`config.mk`:
```
export PLATFORM = sky130hd
export DESIGN_NAME = fetch_unit
export DESIGN_NICKNAME = d
export VERILOG_FILES = /design/src/rtl/fetch_unit.sv
export SDC_FILE = /design/constraint.sdc
export NUM_CORES = 1
export LEC_CHECK = 0
export BUFFER_PORTS_ARGS = -buffer_cell sky130_fd_sc_hd__buf_2
export CAP_MARGIN = 20
export CORE_MARGIN = 3
export CORE_UTILIZATION = 48
export CTS_CLUSTER_DIAMETER = 120
export DETAILED_ROUTE_END_ITERATION = 6
export PLACE_DENSITY = 0.79
export SLEW_MARGIN = 15
export SYNTH_ARGS = -nofsm -noshare
export SYNTH_HDL_FRONTEND = slang
export SYNTH_SLANG_ARGS = --single-unit
```
`constraint.sdc`:
```
create_clock -name clk -period 2.77 [get_ports clk]
set_input_delay 0.554 -clock clk [delete_from_list [all_inputs] [get_ports clk]]
set_output_delay 0.554 -clock clk [all_outputs]
set_load 0.01 [all_outputs]
```
`src/rtl/fetch_unit.sv`:
```
// Instruction fetch front end: one outstanding imem read, result packed as {pc, inst} for the queue.
// Optional performance counters are compiled in with `define FETCH_PERF_EN.
//
// state | meaning
// REQ   | drive read request at pc (rmask = f)
// WAIT  | request outstanding, waiting for imem_resp
// HOLD  | entry buffered, offering it to the queue
// DROP  | outstanding response is stale (redirected), discard it
module fetch_unit #(
    parameter logic [31:0] PC_RESET = 32'h1eceb000,
    parameter int unsigned WIDTH    = 64
) (
    input  logic             clk,
    input  logic             rst,
    output logic [31:0]      imem_addr,
    output logic [3:0]       imem_rmask,
    input  logic [31:0]      imem_rdata,
    input  logic             imem_resp,
    output logic             iq_enq_req,
    output logic [WIDTH-1:0] iq_enq_data,
    input  logic             iq_enq_ready,
    input  logic             redirect_valid,
    input  logic [31:0]      redirect_pc
`ifdef FETCH_PERF_EN
    ,
    output logic [31:0]      perf_fetched,
    output logic [31:0]      perf_stall
`endif
);

    generate
        if (WIDTH != 64) begin : g_width_check
            $error("fetch_unit: WIDTH must be 64 ({pc, inst})");
        end
    endgenerate

    typedef enum logic [1:0] {
        S_REQ  = 2'd0,
        S_WAIT = 2'd1,
        S_HOLD = 2'd2,
        S_DROP = 2'd3
    } state_t;

    state_t           state_q, state_d;
    logic [31:0]      pc_q, pc_d;
    logic [WIDTH-1:0] ent_q, ent_d;
    logic [31:0]      redir_pc;

    assign redir_pc = redirect_pc & 32'hffff_fffc;

    always_ff @(posedge clk) begin
        if (rst) begin
            state_q <= S_REQ;
            pc_q    <= PC_RESET;
            ent_q   <= '0;
        end else begin
            state_q <= state_d;
            pc_q    <= pc_d;
            ent_q   <= ent_d;
        end
    end

    always_comb begin
        state_d = state_q;
        pc_d    = pc_q;
        ent_d   = ent_q;
        case (state_q)
            S_REQ: begin
                // a response seen here belongs to a pre-reset request and is ignored
                if (redirect_valid) begin
                    pc_d    = redir_pc;
                    state_d = S_DROP;
                end else begin
                    state_d = S_WAIT;
                end
            end
            S_WAIT: begin
                if (redirect_valid) begin
                    pc_d    = redir_pc;
                    state_d = imem_resp ? S_REQ : S_DROP;
                end else if (imem_resp) begin
                    ent_d   = {pc_q, imem_rdata};
                    state_d = S_HOLD;
                end
            end
            S_HOLD: begin
                if (redirect_valid) begin
                    pc_d    = redir_pc;
                    state_d = S_REQ;
                end else if (iq_enq_ready) begin
                    pc_d    = pc_q + 32'd4;
                    state_d = S_REQ;
                end
            end
            S_DROP: begin
                if (redirect_valid) begin
                    pc_d = redir_pc;
                end
                if (imem_resp) begin
                    state_d = S_REQ;
                end
            end
            default: state_d = S_REQ;
        endcase
    end

    assign imem_addr   = pc_q;
    assign imem_rmask  = (state_q == S_REQ && !rst) ? 4'hf : 4'h0;
    assign iq_enq_req  = (state_q == S_HOLD) && !redirect_valid && !rst;
    assign iq_enq_data = ent_q;

`ifdef FETCH_PERF_EN
    logic [31:0] perf_fetched_q, perf_fetched_d;
    logic [31:0] perf_stall_q, perf_stall_d;

    always_comb begin
        perf_fetched_d = perf_fetched_q;
        perf_stall_d   = perf_stall_q;
        if (iq_enq_req && iq_enq_ready && perf_fetched_q != 32'hffff_ffff) begin
            perf_fetched_d = perf_fetched_q + 32'd1;
        end
        if (state_q == S_HOLD && !iq_enq_ready && perf_stall_q != 32'hffff_ffff) begin
            perf_stall_d = perf_stall_q + 32'd1;
        end
    end

    always_ff @(posedge clk) begin
        if (rst) begin
            perf_fetched_q <= '0;
            perf_stall_q   <= '0;
        end else begin
            perf_fetched_q <= perf_fetched_d;
            perf_stall_q   <= perf_stall_d;
        end
    end

    assign perf_fetched = perf_fetched_q;
    assign perf_stall   = perf_stall_q;
`endif

endmodule
```
# Word level (Yosys, flattened, before mapping)
# Index checks and enable logic that the tools add are counted.
# Widths: inputs -> output; s select.
[word_totals]
regBits = 98
inputBits = 69
out_inout_bits = 101
wordCells = 35
[classes]
add_sub_neg = 1
n_eq_ne = 7
n_mux = 13
bitwise = 1
n_reduce_logical = 10
[op_table]
columns = ["operator", "count"]
rows = [
  ["$mux 32", 3],
  ["$pmux 32 s2", 1],
  ["$add 32x3->32 const B", 1],
  ["$mux 2", 7],
  ["$pmux 2 s4", 1],
  ["$ne 3x3->1 const B", 2],
  ["$reduce_and 3->1", 2],
  ["$eq 2x2->1 const B", 2],
  ["$mux 4", 1],
  ["$logic_and 1x1->1", 3],
  ["$reduce_or 3->1", 1],
  ["$eq 2x1->1 const B", 1],
  ["$logic_not 1->1", 2],
  ["$logic_not 2->1", 1],
  ["$ne 2x1->1 const B", 1],
  ["$ne 2x2->1 const B", 1],
  ["$reduce_and 2->1", 1],
  ["$not 1->1", 1],
]

# Logic depth before layout (Yosys ltp)
# Gate-level depths: netlist (run 1).
[logic_depth]
depth_word = 4
ltp_mapped = 7

# Worst setup path before layout (run 1)
# No wires, ideal clock.
[synth_path]
path_kind = "in2out"
startpoint = "input rst"
endpoint = "output imem_rmask[1]"
arrival_time_ns = 1.560
setup_slack_ns = 0.656
stages = 4
path_buffers = 3
path_cell_list = "clkbuf_1 clkbuf_1 nor3_1 buf_4"
[synth_via]
elab_chain_cells = 3
[synth_rtl]
columns = ["item", "line", "rtl"]
rows = [
  ["start, declared", "14", "input logic rst,"],
  ["$logic_not 1->1", "108", "assign imem_rmask = (state_q == S_REQ && !rst) ? 4'hf : 4'h0;"],
  ["$logic_and 1x1->1", "108", ""],
  ["$mux 4", "108", ""],
  ["end, declared", "16", "output logic [3:0] imem_rmask,"],
]
# No other way between the ends.

# Worst setup path in the final report (run 1)
[layout_path]
startpoint = "register pc_q[2], in the netlist imem_addr[2]"
endpoint = "register pc_q[24], in the netlist imem_addr[24]"
[layout_via]
elab_chain_cells = 4
[layout_rtl]
columns = ["item", "line", "rtl"]
rows = [
  ["start, declared", "45", "logic [31:0] pc_q, pc_d;"],
  ["start signal, assigned", "58", "pc_q <= pc_d;"],
  ["$add 32x3->32", "91", "pc_d = pc_q + 32'd4;"],
  ["$mux 32", "90", "end else if (iq_enq_ready) begin"],
  ["$mux 32", "87", "if (redirect_valid) begin"],
  ["$pmux 32 s2", "67", "case (state_q)"],
]
# No other way between the ends. The select of a mux whose other input is x is not followed.
# A chain may end at the register's enable or synchronous reset.

==> results of run 1 <==
==> metrics by stage <==
step | cells | cell area (µm²) | utilization | total power, mW
2_1_floorplan | 546 | 4230 | - | 1.73
3_3_place_gp | 782 | 5110 | 0.610 | 1.88
3_5_place_dp | 782 | 5110 | 0.610 | 1.89
4_1_cts | 797 | 5320 | 0.635 | 2.84
5_1_grt | 797 | 5320 | 0.635 | 2.94
6_report | 797 | 5320 | 0.635 | 2.82
==> final cells by class <==
type,instances,area share
Timing Repair Buffer,175,0.177
Inverter,8,0.00564
Multi-Input combinational cell,400,0.400
Clock inverter,4,0.0103
Tap cell,105,0.0247
Clock buffer,11,0.0285
Sequential cell,94,0.354
==> flip-flops by register name (all words and copies together), names as in the netlist <==
register,flops
iq_enq_data,62
imem_addr,30
state_q,2
==> worst reg2reg max path: cells and delay by family, from the launching register on <==
kind	cells	cell delay, ns
fa+ha+maj	1	0.30
flops	1	0.47
simple gates	3	1.18
compound gates	1	0.21
==> how the worst max path moves through the flow <==
stage | slack, ns | from | end | cells after the start
6_report | 0.53 | imem_addr[2]$_SDFFE_PP0P_ | imem_addr[24]$_SDFFE_PP0P_ | 5
5_1_grt | 0.46 | state_q[1]$_SDFFE_PP0P_ | iq_enq_req | 5
4_1_cts | 0.58 | imem_addr[2]$_SDFFE_PP0P_ | imem_addr[24]$_SDFFE_PP0P_ | 5
3_5_place_dp | 0.58 | redirect_valid | iq_enq_data[15]$_SDFFE_PP0P_ | 6
3_3_place_gp | 0.66 | redirect_valid | iq_enq_data[60]$_SDFFE_PP0P_ | 6
2_1_floorplan | 0.66 | rst | imem_rmask[1] | 4
==> per-layer routing <==
| layer | vias up | GRT usage | part of all wire |
|---|---|---|---|
| met5 | - | 0 | 0 |
| met4 | 0 | 0.0819 | 0.015 |
| met3 | 15 | 0.0477 | 0.087 |
| met2 | 216 | 0.386 | 0.47 |
| met1 | 2053 | 0.325 | 0.43 |
| li1 | 2203 | - | - |
==> cell families after synthesis <==
family,count (synthesis)
xor gates and xnor gates,5
DFF,94
other,1
AOI/OAI and AO/OA,136
buffers and inverters,52
muxes,2
adders and majority gates,1
and+or+nand+nor,252
==> where the power goes <==
group,switching (mW),internal [mW]
clock network,0.489,0.467
registers,0.0797,1.41
logic,0.217,0.158
total,0.786,2.04
==> cell usage after synthesis (6+ instances only) <==
library cell	count
clkbuf_1	34
and3_1	16
dfxtp_1	94
a211oi_1	15
nand4_1	8
nor4_1	10
nor2_1	15
a21oi_1	74
inv_1	7
nand3_1	14
buf_4	7
nor3_1	17
nand2_1	146
o21ai_0	12
and4_1	6
==> impl_metrics.toml, run 1 <==
[critical_path]
critPathCaptureType = "flop"
crit_fanout = 9
required_ns = 3.04
critPathKind = "flop to flop"
max_stage_delay_ns = 0.58
r2r_slack_ns = 0.53
path_cells = "ha_1, nand3_2, or4_4, or3_1, a211oi_1"
r2r_cells = 5
critPathTopFamily = "simple AND/OR/NAND/NOR gates"
cp-start-kind = "flop"
r2r-start = "imem_addr[2]$_SDFFE_PP0P_"
cp.arrival_ns = 2.51
worstReg2RegEnd = "imem_addr[24]$_SDFFE_PP0P_"
crit_buf_inv = 0
slowest_stage = "or4_4"

[yosys]
synth.top_cell.area_share = 0.446
synth_seq_cells = 94
synth_top_family_by_area = "simple AND/OR/NAND/NOR gates"
synthFlopType = "dfxtp_1"
async_reset_ff_frac = 0
synth-edff-count = 0
ys_seq_area_frac = 0.446
yosys.area_share.simple = 0.283
synth_compound_area_frac = 0.198
synth_cell_types = 53
synthesis.area_per_instance_um2 = 7.77
synth_xor_area_frac = 0.0104
syn-cell-area_mm2 = 0.00422
synth_mux_area_frac = 0.00504
ys_top_cells_by_area = "dfxtp_1 45%, nand2_1 13%, a21oi_1 8.8%"
synth_fa_ha_area_frac = 0.00297
ys_warn_count = 0
synth_top_cell_by_area = "dfxtp_1"
netlist_instances = 543

[route]
viasPerCell = 5.63
drt_wl_total_um = 12200
vias = 4487
drc = 0
first_pass_iters = 5
drtIter0Drc = 289
wl_per_cell_um = 15.3
ant_nets = 0

[hold_path]
holdCritPathClass = "input pin to flop"
hold_start = "imem_rdata[11]"
hold_depth = 3
hold_end = "iq_enq_data[11]$_SDFFE_PP0P_"

[clock_network]
clockRootBuffer = "clkbuf_8"
cts_buffer_depth = 2
postCtsHoldBufs = 0
clkLatencyLatePin_ns = 0.36
tritoncts = "built"
clk_pin_slew_ns = 0.09
cts_buffers = 9
cts_setup_buffers = 0
cts_sinks = 94
cts_resized = 0
cts_max_level = 3

[sta]
holdWs_ns = 0.421
tns_ns = 0
tightest_slew_ns = 0.823
setup_ws_ns = 0.527
report.final.slew_viol_count = 0
slew_headroom = 0.447
fin_crit_sh = 0.810
max_freq_ghz = 0.446
post-route-min-period_ns = 2.24
setup_violations = 0
rsz0062_at_grt = "false"
hold_viol = 0
finClkSkew_ns = 0.0131

[power]
p_leak_nw = 2.26
ir_drop_uv = 364
powerDensity_mw_per_mm2 = 530

[place]
port_buffers = 163
place_ws_ns = 0.578
place_congestion = 0.880
dpl.hpwl_um = 8790

[final_layout]
area_delta_synth_final_pct = 26.2
regArea_mm2 = 0.00188
final_nets = 758
num-fill-cells = 761
multi_input_area_mm2 = 0.00213
drive_gt1_frac = 0.290
final_cell_mix = "163 x buf_2, 146 x nand2_1, 94 x dfxtp_1"
num_antenna_cells = 0
layout_commonest_cell = "buf_2"

[floorplan]
die_height_um = 99.7
row_count = 33
io_pins = 170
core_region_area_mm2 = 0.00838
start_util = 0.503
die_area_mm2 = 0.00995
die_x_um = 99.7

[global_route]
track_usage = 0.241
antenna_found_initial = 0
grt_pass1_vias = 4045
overflow = 0
grt_max_degree = 66
grt_pass1_wl_um = 19600

[outcome]
status = "finished, final reports clean"

[run]
cap_violations = 0
No activity file was read; power rests on OpenSTA's default activity.
==> run 2, diff against run 1 <==
clock period = 2.2 ns   (was 2.77 ns; I/O delays follow)
==> run 2 against run 1 <==
Via count rose by 1.4%. Final area rose by 1.3%. Clock power rose by 13%. Sequential share of layout area fell by 0.46 points. Clock-buffer cell count fell by 1. Combinational power rose by 34%. Critical path depth fell by 1. Flip-flop and latch count did not move. Final cell count rose by 2.1%. Core utilization rose by 0.84 points. Critical endpoint is now iq_enq_req.
==> impl_metrics.toml, run 2 (same netlist as run 1, synthesis figures left out) <==
[power]
p_seq_frac = 0.540
clock_power_share = 0.314
cell_internal_pwr_mw = 2.44
p_leak_nw = 2.32
power_frac_comb = 0.146
ir_drop_uv = 283
powerDensity_mw_per_mm2 = 641
design_power_total_mw = 3.45
swShare = 0.295
net-switching-power_mw = 1.02

[critical_path]
crit_buf_inv = 2
crit_fanout = 8
max_stage_delay_ns = 0.44
slowest_stage = "dfxtp_1"
path_cells = "nor3b_1, nand2_1, inv_1, buf_2"
r2r_slack_ns = 0.16
cp-start-kind = "flop"
critPathKind = "flop to primary output"
required_ns = 1.76
critPathCaptureType = "primary output"
critPathTopFamily = "simple AND/OR/NAND/NOR gates"
cp.arrival_ns = 1.64

[global_route]
antenna_found_initial = 0
grt_pass1_vias = 4323
grt_pass1_wl_um = 20300
grt_max_degree = 41
overflow = 0
track_usage = 0.248

[place]
post-place-cells = 798
dpl.hpwl_um = 9040
port_buffers = 163
place_congestion = 0.924

[final_layout]
final_nets = 774
final_cell_mix = "163 x buf_2, 146 x nand2_1, 94 x dfxtp_1"
num-fill-cells = 769
largest_register_ffs = 62
multi_input_area_mm2 = 0.00213
layout_commonest_cell = "buf_2"
stdcell_count = 814
num_antenna_cells = 0
regArea_mm2 = 0.00188
area_delta_synth_final_pct = 27.8
drive_gt1_frac = 0.307

[route]
viasPerCell = 5.59
drtIter0Drc = 265
vias = 4549
first_pass_iters = 5
drc = 0
drt_wl_total_um = 12600
ant_nets = 0
wl_per_cell_um = 15.4

[sta]
rsz0062_at_grt = "false"
post-route-min-period_ns = 2.08
max_freq_ghz = 0.482
slew_headroom = 0.605
tightest_slew_ns = 0.587
setup_violations = 0
tns_ns = 0
fin_crit_sh = 0.943
finClkSkew_ns = 0.0133
hold_viol = 0
report.final.slew_viol_count = 0

[floorplan]
row_count = 33
core_region_area_mm2 = 0.00838
start_util = 0.503
die_height_um = 99.7
io_pins = 170
die_x_um = 99.7
die_area_mm2 = 0.00995

[clock_network]
postCtsHoldBufs = 0
tritoncts = "built"
clk_pin_slew_ns = 0.09
clockRootBuffer = "clkbuf_8"
cts_max_level = 3
cts_resized = 0
cts_sinks = 94
clkLatencyLatePin_ns = 0.37
cts_buffers = 9
cts_buffer_depth = 2
cts_setup_buffers = 0

[outcome]
status = "finished, final reports clean"

[hold_path]
holdCritPathClass = "input pin to flop"

[run]
cap_violations = 0
## run 2: changes by cell type in the layout (fill, tap and decap cells not counted), sizes merged
cell    before  now
buf        175  191
bufinv       1    0
clkbuf      11   10
clkinv       2    4
inv          8    9
## run 2: layer usage
metal	vias to the layer above	GRT usage	part of all wire
met5	-	0	0
met4	0	0.103	0.023
met3	24	0.0463	0.077
met2	197	0.394	0.47
met1	2083	0.331	0.43
li1	2245	-	-
## run 2: metrics by stage
stage	setup WS, ns	area (µm²)	utilization	hold WS [ns]
CTS	0.146	5390	0.643	0.285
global placement	0.263	5210	0.621	0.438
global route	0.0403	5390	0.643	0.296
finish	0.125	5390	0.643	0.302
detailed placement	0.212	5210	0.621	0.443
floorplan	0.182	4230	-	0.481
## run 2: path summary, 6_finish.rpt
kind                                      from                            to  depth (start not counted)
setup / recovery       state_q[1]$_SDFFE_PP0P_                    iq_enq_req                          4
hold / removal                  imem_rdata[27]  iq_enq_data[27]$_SDFFE_PP0P_                          3
setup reg to reg     imem_addr[2]$_SDFFE_PP0P_    imem_addr[24]$_SDFFE_PP0P_                          5
hold reg to reg   iq_enq_data[23]$_SDFFE_PP0P_  iq_enq_data[23]$_SDFFE_PP0P_                          2
## run 2: layout make-up
class / instances / share of cell area
Multi-Input combinational cell: 400 / 0.395
Sequential cell: 94 / 0.349
Timing Repair Buffer: 191 / 0.193
Clock buffer: 10 / 0.0255
Tap cell: 105 / 0.0244
Clock inverter: 6 / 0.00812
Inverter: 8 / 0.00557
## run 2: power groups by stage
stage / clock [mW] / combinational [mW] / sequential [mW]
2_1_floorplan: 0 / 0.259 / 1.92
4_1_cts: 1.11 / 0.503 / 1.86
3_3_place_gp: 0 / 0.490 / 1.90
3_5_place_dp: 0 / 0.501 / 1.90
6_report: 1.08 / 0.503 / 1.87
5_1_grt: 1.18 / 0.555 / 1.88
## run 2: worst reg2reg max path, delay by kind of cell (launching register included)
| kind | cells | cell delay (ns) |
|---|---|---|
| simple gates | 3 | 1.15 |
| flops | 1 | 0.35 |
| fa+ha+maj | 1 | 0.26 |
| compound gates | 1 | 0.20 |
==> run 3, diff against run 2 <==
clock period = 2.1 ns   (was 2.2 ns; I/O delays follow)
==> run 3 against run 2 <==
Critical path depth is 1 higher. Largest power group unchanged. Sequential power is 4% higher. Clock skew is 0.0061 ns higher.
==> impl_metrics.toml, run 3 (same netlist as run 1, synthesis figures left out) <==
[critical_path]
required_ns = 2.39
crit_fanout = 9
cp.arrival_ns = 2.27
cp-start-kind = "flop"
critPathCaptureType = "flop"
critPathKind = "flop to flop"

[route]
vias = 4649
drc = 0
drtIter0Drc = 319
wl_per_cell_um = 15.5
first_pass_iters = 5
ant_nets = 0
viasPerCell = 5.70
drt_wl_total_um = 12700

[sta]
max_freq_ghz = 0.504
slew_headroom = 0.587
tightest_slew_ns = 0.614
finClkSkew_ns = 0.0194
post-route-min-period_ns = 1.99
fin_crit_sh = 0.945
rsz0062_at_grt = "false"
tns_ns = 0
report.final.slew_viol_count = 0
hold_viol = 0
setup_violations = 0

[final_layout]
fin_area_mm2 = 0.00545
drive_gt1_frac = 0.309
area_delta_synth_final_pct = 29.1
final_cell_mix = "163 x buf_2, 146 x nand2_1, 94 x dfxtp_1"
final_nets = 776
num_antenna_cells = 0
largest_register_ffs = 62
layout_commonest_cell = "buf_2"
num-fill-cells = 726

[place]
dpl_cell_area_mm2 = 0.00524
dpl.hpwl_um = 9050
place_congestion = 0.898
port_buffers = 163

[floorplan]
core_region_area_mm2 = 0.00838
io_pins = 170
start_util = 0.503
die_x_um = 99.7
die_area_mm2 = 0.00995
die_height_um = 99.7
row_count = 33

[clock_network]
clkLatencyLatePin_ns = 0.38
clockRootBuffer = "clkbuf_8"
postCtsHoldBufs = 0
clk_pin_slew_ns = 0.09
cts_max_level = 3
cts_buffers = 9
cts_sinks = 94
cts_buffer_depth = 2
tritoncts = "built"
cts_setup_buffers = 0

[power]
powerDensity_mw_per_mm2 = 686
ir_drop_uv = 415
p_leak_nw = 2.34

[outcome]
status = "finished, final reports clean"

[global_route]
grt_pass1_vias = 4257
track_usage = 0.250
grt_max_degree = 63
antenna_found_initial = 0
overflow = 0
grt_pass1_wl_um = 20400

[hold_path]
holdCritPathClass = "input pin to flop"

[run]
cap_violations = 0
## run 3: cell types whose count changed in the layout (fill, tap and decap cells not counted)
cell,before,now
buf_4,27,28
nand3_2,2,1
bufinv_16,0,1
nand3_4,0,1
nor3b_1,1,0
clkinv_2,2,1
clkbuf_8,10,9
clkbuf_1,0,1
buf_12,1,2
nor3b_2,0,1
## run 3: per-layer routing
| layer | wire, µm | GRT usage | up-vias |
|---|---|---|---|
| met4 | 192 | 0.0714 | 0 |
| met1 | 5610 | 0.339 | 2186 |
| li1 | - | - | 2246 |
| met5 | 0 | 0 | - |
| met2 | 5980 | 0.404 | 196 |
| met3 | 880 | 0.0498 | 21 |
## run 3: final cells by class
cell class / count / area, µm² / share of cell area
clock buffer: 10 / 128 / 0.0234
clock inverter: 6 / 68.8 / 0.0126
inverter: 8 / 30.0 / 0.00551
multi-input combinational: 400 / 2140 / 0.393
sequential: 94 / 1880 / 0.346
tap: 105 / 131 / 0.0241
timing repair buffer: 193 / 1070 / 0.196
## run 3: report_power, final
| part | internal, mW | switching [mW] | leakage, nW |
|---|---|---|---|
| Combinational | 0.229 | 0.312 | 1.48 |
| Sequential | 1.86 | 0.0903 | 0.767 |
| Clock | 0.560 | 0.681 | 0.0973 |
## run 3: timing repair
| action | CTS | global route |
|---|---|---|
| resized for setup | 0 | 2 |
| endpoints found under the setup margin | 0 | 2 |
| endpoints found under the hold margin | 0 | 0 |
## run 3: through the flow
step | hold slack (ns) | setup WS [ns] | utilization | instances | power [mW]
after floorplan | 0.481 | 0.0821 | - | 546 | 2.28
after global placement | 0.438 | 0.167 | 0.625 | 800 | 2.51
after detailed placement | 0.443 | 0.0830 | 0.625 | 800 | 2.53
after CTS | 0.275 | 0.0782 | 0.648 | 816 | 3.73
after global routing | 0.274 | 0.0173 | 0.650 | 816 | 3.89
final | 0.277 | 0.115 | 0.650 | 816 | 3.73
## run 3: worst max-delay path: stages, from the launching register on
cell      delay [ns]
dfxtp_1         0.35
ha_1            0.28
nand3_4         0.16
or4_4           0.54
or4_1           0.48
o211ai_1        0.09
## run 3: path summary, 6_finish.rpt
| kind | start | endpoint | slack, ns | depth (start not counted) |
|---|---|---|---|---|
| setup / recovery | imem_addr[2]$_SDFFE_PP0P_ | imem_addr[16]$_SDFFE_PP0P_ | 0.11 | 5 |
| hold / removal | imem_rdata[18] | iq_enq_data[18]$_SDFFE_PP0P_ | 0.28 | 3 |
| setup reg to reg | imem_addr[2]$_SDFFE_PP0P_ | imem_addr[16]$_SDFFE_PP0P_ | 0.11 | 5 |
| hold reg to reg | iq_enq_data[54]$_SDFFE_PP0P_ | iq_enq_data[54]$_SDFFE_PP0P_ | 0.46 | 2 |
